<file path="config.mk">
export PLATFORM = sky130hd
export DESIGN_NAME = uart_tx_flat
export DESIGN_NICKNAME = d
export VERILOG_FILES = /design/src/rtl/uart_tx_if.sv /design/src/rtl/uart_tx.sv /design/src/flat_wrapper.sv
export SDC_FILE = /design/constraint.sdc
export NUM_CORES = 1
export LEC_CHECK = 0
export CORE_UTILIZATION = 47
export DETAILED_ROUTE_END_ITERATION = 16
export PLACE_DENSITY = 0.7
export SLEW_MARGIN = 15
export SYNTH_ARGS = -nofsm -noshare
export SYNTH_HDL_FRONTEND = slang
export SYNTH_SLANG_ARGS = --single-unit
export TNS_END_PERCENT = 50
</file>
<file path="constraint.sdc">
create_clock -name CLK -period 2.07 [get_ports CLK]
set_input_delay 0.414 -clock CLK [delete_from_list [all_inputs] [get_ports CLK]]
set_output_delay 0.414 -clock CLK [all_outputs]
set_load 0.01 [all_outputs]
</file>
<file path="src/rtl/uart_tx_if.sv">
// Parallel request/config side and serial line of the UART transmitter.
// The master is the byte source; the slave is uart_tx.
interface uart_tx_if #(
  parameter int unsigned DATA_WIDTH = 8
);
  logic [DATA_WIDTH-1:0] TX_P_Data;
  logic                  TX_Data_Valid;
  logic                  TX_Parity_Enable;
  logic                  TX_Parity_Type;
  logic [3:0]            TX_Prescale;
  logic                  TX_OUT;
  logic                  TX_Busy;

  modport master (
    output TX_P_Data, TX_Data_Valid, TX_Parity_Enable, TX_Parity_Type, TX_Prescale,
    input  TX_OUT, TX_Busy
  );

  modport slave (
    input  TX_P_Data, TX_Data_Valid, TX_Parity_Enable, TX_Parity_Type, TX_Prescale,
    output TX_OUT, TX_Busy
  );
endinterface

</file>
<file path="src/rtl/uart_tx.sv">
// UART transmitter: start bit, DATA_WIDTH data bits LSB first, optional parity, stop bit,
// each bit held for a latched prescale P (clamped to >= 4) clock cycles.
module uart_tx #(
  parameter int unsigned DATA_WIDTH = 8
) (
  input  logic   CLK,
  input  logic   RST,
  uart_tx_if.slave bus
);
  localparam int unsigned BW = (DATA_WIDTH > 1) ? $clog2(DATA_WIDTH) : 1;

  typedef enum logic [2:0] {IDLE, START, DATA, PARITY, STOP} state_t;

  state_t                state;
  logic [DATA_WIDTH-1:0] data_q;
  logic                  par_en_q;
  logic                  par_type_q;
  logic [3:0]            presc_q;
  logic [3:0]            edge_cnt;
  logic [BW-1:0]         bit_cnt;
  logic                  tx_out;
  logic                  busy;

  logic [3:0]    presc_clamp;
  logic          bit_end;
  logic          par_bit;
  logic [BW-1:0] bit_next;

  assign presc_clamp = (bus.TX_Prescale < 4'd4) ? 4'd4 : bus.TX_Prescale;
  assign bit_end     = (edge_cnt == presc_q - 4'd1);
  assign par_bit     = par_type_q ? ~^data_q : ^data_q;
  assign bit_next    = bit_cnt + BW'(1);

  assign bus.TX_OUT  = tx_out;
  assign bus.TX_Busy = busy;

  // tx_out is loaded with the value of the bit being entered, so the line
  // changes on the same edge the state does.
  always_ff @(posedge CLK or negedge RST) begin
    if (!RST) begin
      state      <= IDLE;
      data_q     <= '0;
      par_en_q   <= 1'b0;
      par_type_q <= 1'b0;
      presc_q    <= 4'd4;
      edge_cnt   <= '0;
      bit_cnt    <= '0;
      tx_out     <= 1'b1;
      busy       <= 1'b0;
    end else begin
      case (state)
        IDLE: begin
          tx_out <= 1'b1;
          busy   <= 1'b0;
          if (bus.TX_Data_Valid) begin
            data_q     <= bus.TX_P_Data;
            par_en_q   <= bus.TX_Parity_Enable;
            par_type_q <= bus.TX_Parity_Type;
            presc_q    <= presc_clamp;
            edge_cnt   <= '0;
            bit_cnt    <= '0;
            tx_out     <= 1'b0;
            busy       <= 1'b1;
            state      <= START;
          end
        end
        default: begin
          if (!bit_end) begin
            edge_cnt <= edge_cnt + 4'd1;
          end else begin
            edge_cnt <= '0;
            case (state)
              START: begin
                bit_cnt <= '0;
                tx_out  <= data_q[0];
                state   <= DATA;
              end
              DATA: begin
                if (bit_cnt == BW'(DATA_WIDTH - 1)) begin
                  bit_cnt <= '0;
                  if (par_en_q) begin
                    tx_out <= par_bit;
                    state  <= PARITY;
                  end else begin
                    tx_out <= 1'b1;
                    state  <= STOP;
                  end
                end else begin
                  bit_cnt <= bit_next;
                  tx_out  <= data_q[bit_next];
                end
              end
              PARITY: begin
                tx_out <= 1'b1;
                state  <= STOP;
              end
              default: begin
                tx_out <= 1'b1;
                busy   <= 1'b0;
                state  <= IDLE;
              end
            endcase
          end
        end
      endcase
    end
  end
endmodule

</file>
<file path="src/flat_wrapper.sv">
// flat-port wrapper written by rule: the top's interface ports become plain ports
module uart_tx_flat 
#(
  parameter int unsigned DATA_WIDTH = 8
)
  (CLK, RST, bus_TX_P_Data, bus_TX_Data_Valid, bus_TX_Parity_Enable, bus_TX_Parity_Type, bus_TX_Prescale, bus_TX_OUT, bus_TX_Busy);
  uart_tx_if #(.DATA_WIDTH(DATA_WIDTH)) bus_i ();
  input  logic CLK;
  input  logic RST;
  input wire logic [$bits(bus_i.TX_P_Data)-1:0] bus_TX_P_Data;
  input wire logic [$bits(bus_i.TX_Data_Valid)-1:0] bus_TX_Data_Valid;
  input wire logic [$bits(bus_i.TX_Parity_Enable)-1:0] bus_TX_Parity_Enable;
  input wire logic [$bits(bus_i.TX_Parity_Type)-1:0] bus_TX_Parity_Type;
  input wire logic [$bits(bus_i.TX_Prescale)-1:0] bus_TX_Prescale;
  output wire logic [$bits(bus_i.TX_OUT)-1:0] bus_TX_OUT;
  output wire logic [$bits(bus_i.TX_Busy)-1:0] bus_TX_Busy;
  assign bus_i.TX_P_Data = bus_TX_P_Data;
  assign bus_i.TX_Data_Valid = bus_TX_Data_Valid;
  assign bus_i.TX_Parity_Enable = bus_TX_Parity_Enable;
  assign bus_i.TX_Parity_Type = bus_TX_Parity_Type;
  assign bus_i.TX_Prescale = bus_TX_Prescale;
  assign bus_TX_OUT = bus_i.TX_OUT;
  assign bus_TX_Busy = bus_i.TX_Busy;
  uart_tx #(.DATA_WIDTH(DATA_WIDTH)) u_core (.CLK(CLK), .RST(RST), .bus(bus_i));
endmodule
</file>
Word level (Yosys, flattened, before mapping) --
Index checks and enable logic that the tools add are counted.
Operators by class: equal/unequal tests 8, $add $sub $neg 3, $lt $le $gt $ge 2, muxes and demuxes 28, reductions and logical operators 10
Operators by type and width (count):
- $mux W3 | 9
- $mux W4 | 4
- $mux W1 | 11
- $pmux W3 S3 | 1
- $reduce_xnor A8 Y1 | 1
- $reduce_xor A8 Y1 | 1
- $eq A3 B2 Y1 const B | 2
- $pmux W3 S2 | 1
- $reduce_and A3 Y1 | 2
- $add A4 B1 Y4 const B | 1
- $eq A4 B4 Y1 | 1
- $lt A3 B4 Y1 const B | 1
- $lt A4 B3 Y1 const B | 1
- $reduce_and A2 Y1 | 2
- $sub A4 B1 Y4 const B | 1
- $add A3 B1 Y3 const B | 1
- $bmux W1 S3 | 1
- $eq A3 B1 Y1 const B | 1
- $eq A3 B3 Y1 const B | 1
- $logic_not A3 Y1 | 1
- $ne A3 B2 Y1 const B | 1
- $reduce_bool A3 Y1 | 1
- $reduce_or A3 Y1 | 1
- $ne A2 B1 Y1 const B | 1
- other kinds (3) | 3
Word-level totals: word-level logic and storage cells 60, register bits after elaboration 26, output and inout bits 2

Logic depth before layout (Yosys ltp) --
Gate-level depths: netlist (run 1).
depth in word-level cells 7, gate-level depth with buffers 7

Least setup slack after synthesis (run 1) --
OpenSTA, ideal clock, no wires.
path kind register to register, start point register u_core.presc_q[0], end point register u_core.bit_cnt[0], slack 0.246 ns, stages on the path, launching flop included 8, arrival 1.703 ns, required time 1.949 ns, library setup time 0.121 ns, clock period less this slack 1.824 ns, cell sequence dfrtp_1 inv_1 ha_1 xnor2_1 nor3_2 a31oi_2 or2_4 a22o_1
Between the ends: cells in the longest elaborated chain, start to end 4
RTL lines:
- from (decl) | RTL line uart_tx.sv:18 | logic [3:0] presc_q;
- from (signal assigned) | RTL line uart_tx.sv:59 | presc_q <= presc_clamp;
- $sub A4 B1 Y4 | RTL line uart_tx.sv:30 | assign bit_end = (edge_cnt == presc_q - 4'd1);
- $eq A4 B4 Y1 | RTL line uart_tx.sv:30
- $reduce_bool A2 Y1 (no source line)
- $reduce_and A3 Y1 (no source line)
- to (signal assigned) | RTL line uart_tx.sv:89 | bit_cnt <= bit_next;
- to (decl) | RTL line uart_tx.sv:20 | logic [BW-1:0] bit_cnt;
Every way passes these cells. A chain may end at the register's enable or synchronous reset.

Worst setup path after layout (run 1) --
start point register u_core.presc_q[2], end point register u_core.bit_cnt[0]
Same word-level chain as after synthesis.

==> results of run 1 <==
layout make-up:
type                       instances  area, um^2  share of cell area
multi-input combinational         94       744.5              0.4287
timing repair buffer              24       225.2              0.1297
tap                               31       38.79             0.02233
inverter                           6       22.52             0.01297
clock buffer                       3       22.52             0.01297
clock inverter                     1       30.03             0.01729
sequential                        26       653.1              0.3761
state kept, by name, summed over array words and instances (netlist names):
name / cells
u_core.bus.TX_OUT: 1
u_core.par_en_q: 1
u_core.par_type_q: 1
u_core.edge_cnt: 4
u_core.presc_q: 4
u_core.data_q: 8
u_core.bus.TX_Busy: 1
u_core.state: 3
u_core.bit_cnt: 3
worst max path at each step:
stage / end / slack [ns] / start / depth (start not counted)
detailed placement: u_core.bit_cnt[1]$_DFFE_PN0P_ / 0.07 / u_core.presc_q[0]$_DFFE_PN0P_ / 8
global placement: u_core.bit_cnt[0]$_DFFE_PN0P_ / 0.23 / u_core.presc_q[0]$_DFFE_PN0P_ / 8
floorplan: u_core.bit_cnt[0]$_DFFE_PN0P_ / 0.25 / u_core.presc_q[0]$_DFFE_PN0P_ / 7
finish: u_core.bit_cnt[0]$_DFFE_PN0P_ / 0.13 / u_core.presc_q[2]$_DFFE_PN1P_ / 6
CTS: u_core.bit_cnt[1]$_DFFE_PN0P_ / 0.03 / u_core.presc_q[0]$_DFFE_PN0P_ / 8
global route: u_core.bit_cnt[0]$_DFFE_PN0P_ / 0.002 / u_core.presc_q[0]$_DFFE_PN0P_ / 8
through the flow:
stage / cells / util
6_report: 185 / 0.6139
2_1_floorplan: 131 / -
3_3_place_gp: 180 / 0.5900
5_1_grt: 185 / 0.6139
4_1_cts: 184 / 0.6086
3_5_place_dp: 180 / 0.5900
per-layer routing:
layer	vias up	routed length, um	global-route usage
met1	477	1278	0.2478
li1	508	-	-
met5	-	0	0
met2	16	1171	0.2824
met4	0	15	0.04181
met3	2	75	0.02721
critical path, stage by stage (launching register included):
cell     delay, ns
dfstp_2       0.59
xor3_1        0.32
nor3_2        0.24
a31oi_2       0.14
buf_4         0.18
o41ai_1       0.25
a22o_1        0.17
kinds of logic (layout without fill, tap and decap cells):
kind of cell,Yosys count,in the layout,synth area share
compound gates,28,28,0.1248
xor+xnor,13,13,0.09948
fa+ha+maj,4,4,0.03491
buf+inv,11,34,0.03054
flops,26,26,0.4555
mux,18,18,0.1449
simple gates,31,31,0.1100
placed cells by master (no fill, tap or decap), types with 2 or more instances in the layout:
master and n:
clkbuf_4 3, dfrtp_1 24, mux2i_1 5, nand2_1 12
buf_4 6, clkdlybuf4s50_1 18, mux2_2 12, nand2b_1 3
o21ai_0 14, ha_1 4, xor2_1 3, nor3_1 2
inv_1 6, xnor2_1 8, o22ai_1 2, a21oi_1 2
a21o_1 2, dfstp_2 2, a22o_1 3, nor2_1 5
power groups by stage:
| stage | sequential, W | clock (W) | combinational, W |
|---|---|---|---|
| global placement | 0.00102 | 0 | 0.00142 |
| floorplan | 0.000938 | 0 | 0.00122 |
| global route | 0.00107 | 0.000371 | 0.00165 |
| finish | 0.00102 | 0.000346 | 0.00149 |
| detailed placement | 0.00103 | 0 | 0.00147 |
| CTS | 0.00102 | 0.000352 | 0.00147 |
repair_timing:
item	4_1_cts	5_1_grt
resized for setup	0	1
buffers inserted	0	1
endpoints found under the setup margin	0	2
hold buffers	0	0
==> qor.yml, run 1 <==
io-pin-count: 19
yosys.area.top_type: "dfrtp_1"
yosys-top-cells-count: "dfrtp_1 (24), o21ai_0 (14), mux2_2 (12), nand2_1 (12), xnor2_1 (8)"
p_switching_w: 0.001044
clk_pin_slew_ns: 0.14
clk_latency_ns: 0.32
syn_nets: 152
die_w_um: 57.24
avgViaCountPerCell: 5.422
synth_edf_count: 0
period_share: 0.9367
port_buffers: 18
p_int_w: 0.001816
cts_sinks: 26
ys_async_sr_fraction: 1.000
antennaDiodeCount: 0
p_per_area_nw_per_um2: 1647
synthFlopType: "dfrtp_1"
p_comb_frac: 0.522
ys_seq_area_frac: 0.4555
power_w: 0.002860
arrival_ns: 2.21
num_rows: 19
r2r_cells: 6
relSlewSlack: 0.7707
path_max_fanout: 5
p_sw_frac: 0.3652
fin_ws_ns: 0.1311
routed_wirelength_mm: 2.541
layout-drive-gt1-share: 0.1948
core_um2: 2829
ant_nets: 0
cts-root-buf: "clkbuf_4"
fin_tns_setup_ns: 0
rsz0062_at_grt: "no"
startpoint_type: "flip-flop"
p_seq_frac: 0.357
finalSetupViolCount: 0
drv_slew: 0
clockBufferDepth: 2
r2r-end: "u_core.bit_cnt[0]$_DFFE_PN0P_"
r2r-start: "u_core.presc_q[2]$_DFFE_PN1P_"
drc: 1
yosys_warnings: 0
worstSetupPathType: "reg2reg"
placed_area_um2: 1669
hold_viol: 0
min_period_ns: 1.939
die_y_um: 57.24
finalClockSkew_ns: 0.005798
status: "finished with violations"
fin_area_um2: 1737
end_kind: "flip-flop"
yosysTopAreaCellShare: 0.4188
min-delay-path-class: "in2async"
violations: "design-rule violations"
r2r_setup_slack_ns: 0.13
first_pass_iters: 10
grt_pass1_vias: 991
cts_buffers: 3
clock.fmax_ghz: 0.5157
max_cap_viol_count: 0
syn2layout_area_growth_pct: 21.12
peakVddDrop_uv: 788.6
dpl.hpwl_mm: 1.973
worstMarginPinSlew_ns: 0.3439
die_area_um2: 3276
initial_utilization: 0.5069
synth_area_um2: 1434
ctsHtreeMaxLevel: 1
whs_ns: 0.4380
avgSynthCellArea_um2: 10.95
fill_cells: 258
netlist_instances: 131
drtIter0Drc: 28
via_count: 1003
cts_tree: "done"
antenna_found_initial: 0
grt_max_degree: 27
power_frac_clock: 0.121
ys_seq_elements: 26
gr-total-overflow: 0
cellLeakagePower_nw: 0.7660
dp_slack_ns: 0.06906
nNetsFinal: 176
netlist_top_cells_area: "dfrtp_1 (42%), mux2_2 (9.4%), o21ai_0 (4.9%)"
yosysMostFrequentCell: "dfrtp_1"
synth_cell_types: 35
gp_congestion: 0.7702
grt_use_total: 0.1744
cp_data_required_time_ns: 2.34
wl_per_cell_um: 13.74
grt_pass1_wl_mm: 4.436
Power figures use the tool's default switching activity.
==> run 2: changes to the inputs <==
--- a/config.mk
+++ b/config.mk
@@ -5,9 +5,10 @@
 export SDC_FILE = /design/constraint.sdc
 export NUM_CORES = 1
 export LEC_CHECK = 0
+export ABC_AREA = 1
 export CORE_UTILIZATION = 47
 export DETAILED_ROUTE_END_ITERATION = 16
-export PLACE_DENSITY = 0.7
+export PLACE_DENSITY = 0.69
 export SLEW_MARGIN = 15
 export SYNTH_ARGS = -nofsm -noshare
 export SYNTH_HDL_FRONTEND = slang
==> qor.yml, run 2 <==
cts_resized: 0
fin_tns_setup_ns: 0
cts_tree: "done"
r2r-start: "u_core.bit_cnt[0]$_DFFE_PN0P_"
ctsHtreeMaxLevel: 1
p_per_area_nw_per_um2: 1537
finalSetupViolCount: 0
finalNonFillerCells: 270
yosys-top-cells-count: "nand2_1 (77), inv_1 (25), dfrtp_1 (24)"
critPathLaunch: "u_core.bit_cnt[0]$_DFFE_PN0P_"
synthFlopType: "dfrtp_1"
final_common_cell: "nand2_1"
synthXorXnorAreaFrac: 0.06618
cpMostUsedCell: "nand2_1"
drv_slew: 0
status: "finished, final reports clean"
max_cap_viol_count: 0
die_y_um: 59.43
hold_viol: 0
top_regs: "u_core.data_q x8, u_core.edge_cnt x4, u_core.presc_q x4"
p_switching_w: 0.001313
synth_top_family_by_area: "simple AND/OR/NAND/NOR gates"
layout-drive-gt1-share: 0.09735
synth_edf_count: 0
nNetsFinal: 248
p_comb_frac: 0.552
regMostFlops: "u_core.data_q"
synthSimpleGateAreaFrac: 0.3107
fill_cells: 296
clk_latency_ns: 0.33
syn2layout_area_growth_pct: 18.32
path_max_fanout: 9
min-delay-path-class: "in2async"
arrival_ns: 2.14
die_w_um: 59.43
min_period_ns: 1.857
syn_nets: 224
rsz0062_at_grt: "no"
synth_mux_area_frac: 0
peakVddDrop_uv: 647.5
crit_chain: "ha_1 > ha_1 > inv_1 > a21oi_1 > o21ai_0 > nand3b_1 > nand3_1 > nand2_1 > inv_1 > nand2_1 > nand2_1 > nand2_1 > nand2_1"
startpoint_type: "flip-flop"
cp_data_required_time_ns: 2.35
worst-path-buf-inv: 2
power_frac_clock: 0.094
cellLeakagePower_nw: 0.9366
hold_buffers: 0
die_area_um2: 3532
worstMarginPinSlew_ns: 0.3283
synth_compound_area_frac: 0.09605
via_count: 1320
drc: 0
ys_seq_elements: 26
initial_utilization: 0.4996
worst_path_largest_cell_delay_ns: 0.48
worstSetupPathType: "reg2reg"
synthAdderAreaFrac: 0.03228
post_cts_buffers: 0
cp_top_family: "adder cells"
netlist_top_cells_area: "dfrtp_1 (39%), nand2_1 (19%), inv_1 (6.1%)"
relSlewSlack: 0.7811
avgSynthCellArea_um2: 7.637
routed_wirelength_mm: 3.160
slowest_stage: "dfrtp_1"
seqCellArea_um2: 653.1
p_sw_frac: 0.4657
r2r_setup_slack_ns: 0.21
synth_area_um2: 1550
cts-root-buf: "clkbuf_4"
clockBufferDepth: 2
grt_pass1_vias: 1253
drtIter0Drc: 81
multi_input_area_um2: 783.3
yosys.area.top_type: "dfrtp_1"
clk_pin_slew_ns: 0.14
core_um2: 3103
dp.cells: 266
clock.fmax_ghz: 0.5386
antennaDiodeCount: 0
layout_common_cells: "nand2_1 (77), inv_1 (25), dfrtp_1 (24)"
largest_register_ffs: 8
netlist_instances: 203
end_kind: "flip-flop"
num_rows: 20
ys_async_sr_fraction: 1.000
p_seq_frac: 0.354
gr-total-overflow: 0
ys_seq_area_frac: 0.4213
yosysMostFrequentCell: "nand2_1"
grt_pass1_wl_mm: 5.395
wl_per_cell_um: 11.70
grt_use_total: 0.2054
io-pin-count: 19
grt_max_degree: 27
yosysTopAreaCellShare: 0.3874
port_buffers: 18
synth_cell_types: 27
antenna_found_initial: 0
avgViaCountPerCell: 4.889
finalClockSkew_ns: 0.002121
yosys_warnings: 0
gp_congestion: 0.8636
first_pass_iters: 5
p_int_w: 0.001506
cts_sinks: 26
dpl.hpwl_mm: 2.447
cts_buffers: 3
period_share: 0.8969
ant_nets: 0
==> run 2: cell count changes after synthesis, moves of 5 or more <==
cell / delta
inv_1: +19
a21oi_1: +5
xnor2_1: -5
nand2_1: +65
mux2_2: -12
nand3_1: +9
o21ai_1: +7
mux2i_1: -5
==> run 2: cell families (layout without fill, tap and decap cells) <==
group,count (synthesis),in the layout
simple gates,105,105
compound gates,29,29
buf+inv,29,52
flops,26,26
xor+xnor,10,10
fa+ha+maj,4,4
==> run 2: worst reg2reg max path: stages (launching register included) <==
cell and delay [ns]:
dfrtp_1 0.48, ha_1 0.23, ha_1 0.33, inv_1 0.08
a21oi_1 0.10, o21ai_0 0.09, nand3b_1 0.10, nand3_1 0.09
nand2_1 0.07, inv_1 0.04, nand2_1 0.06, nand2_1 0.04
nand2_1 0.05, nand2_1 0.04
==> run 2: power by group through the flow <==
stage               Combinational, W  Clock (W)  Sequential [W]
floorplan                    0.00123          0        0.000948
global placement             0.00148          0        0.000988
detailed placement           0.00156          0         0.00101
CTS                          0.00157   0.000273        0.000996
global route                 0.00178   0.000292         0.00103
finish                       0.00156   0.000264        0.000998
==> run 2: worst paths after layout <==
| path | cells after the start | to |
|---|---|---|
| max | 13 | u_core.bus.TX_OUT$_DFFE_PN1P_ |
| min | 2 | u_core.edge_cnt[2]$_DFFE_PN0P_ |
| max reg2reg | 13 | u_core.bus.TX_OUT$_DFFE_PN1P_ |
| min reg2reg | 2 | u_core.bus.TX_OUT$_DFFE_PN1P_ |
| max in group asynchronous | 2 | u_core.bus.TX_OUT$_DFFE_PN1P_ |
| min in group CLK | 2 | u_core.bus.TX_OUT$_DFFE_PN1P_ |
==> run 2: cell type report <==
class,instances,area share
multi-input combinational,148,0.4270
sequential,26,0.3561
timing repair buffer,21,0.1105
inverter,27,0.05662
tap,44,0.03001
clock buffer,4,0.01978
==> run 2: routing by layer <==
metal	up-vias	share of wire	track usage
met2	37	0.48	0.3547
met3	4	0.047	0.05022
li1	681	-	-
met5	-	0	0
met4	0	0.0098	0.05782
met1	598	0.46	0.2528
==> run 2: stage by stage <==
stage / util / cell area [um^2] / hold slack (ns) / setup WS (ns) / power, W
floorplan: - / 1550 / 0.1184 / 0.4288 / 0.002180
global placement: 0.5794 / 1798 / 0.4652 / 0.3815 / 0.002470
detailed placement: 0.5794 / 1798 / 0.4663 / 0.2303 / 0.002569
CTS: 0.5911 / 1834 / 0.4451 / 0.2214 / 0.002837
global route: 0.5911 / 1834 / 0.4503 / 0.03477 / 0.003102
finish: 0.5911 / 1834 / 0.4381 / 0.2135 / 0.002819
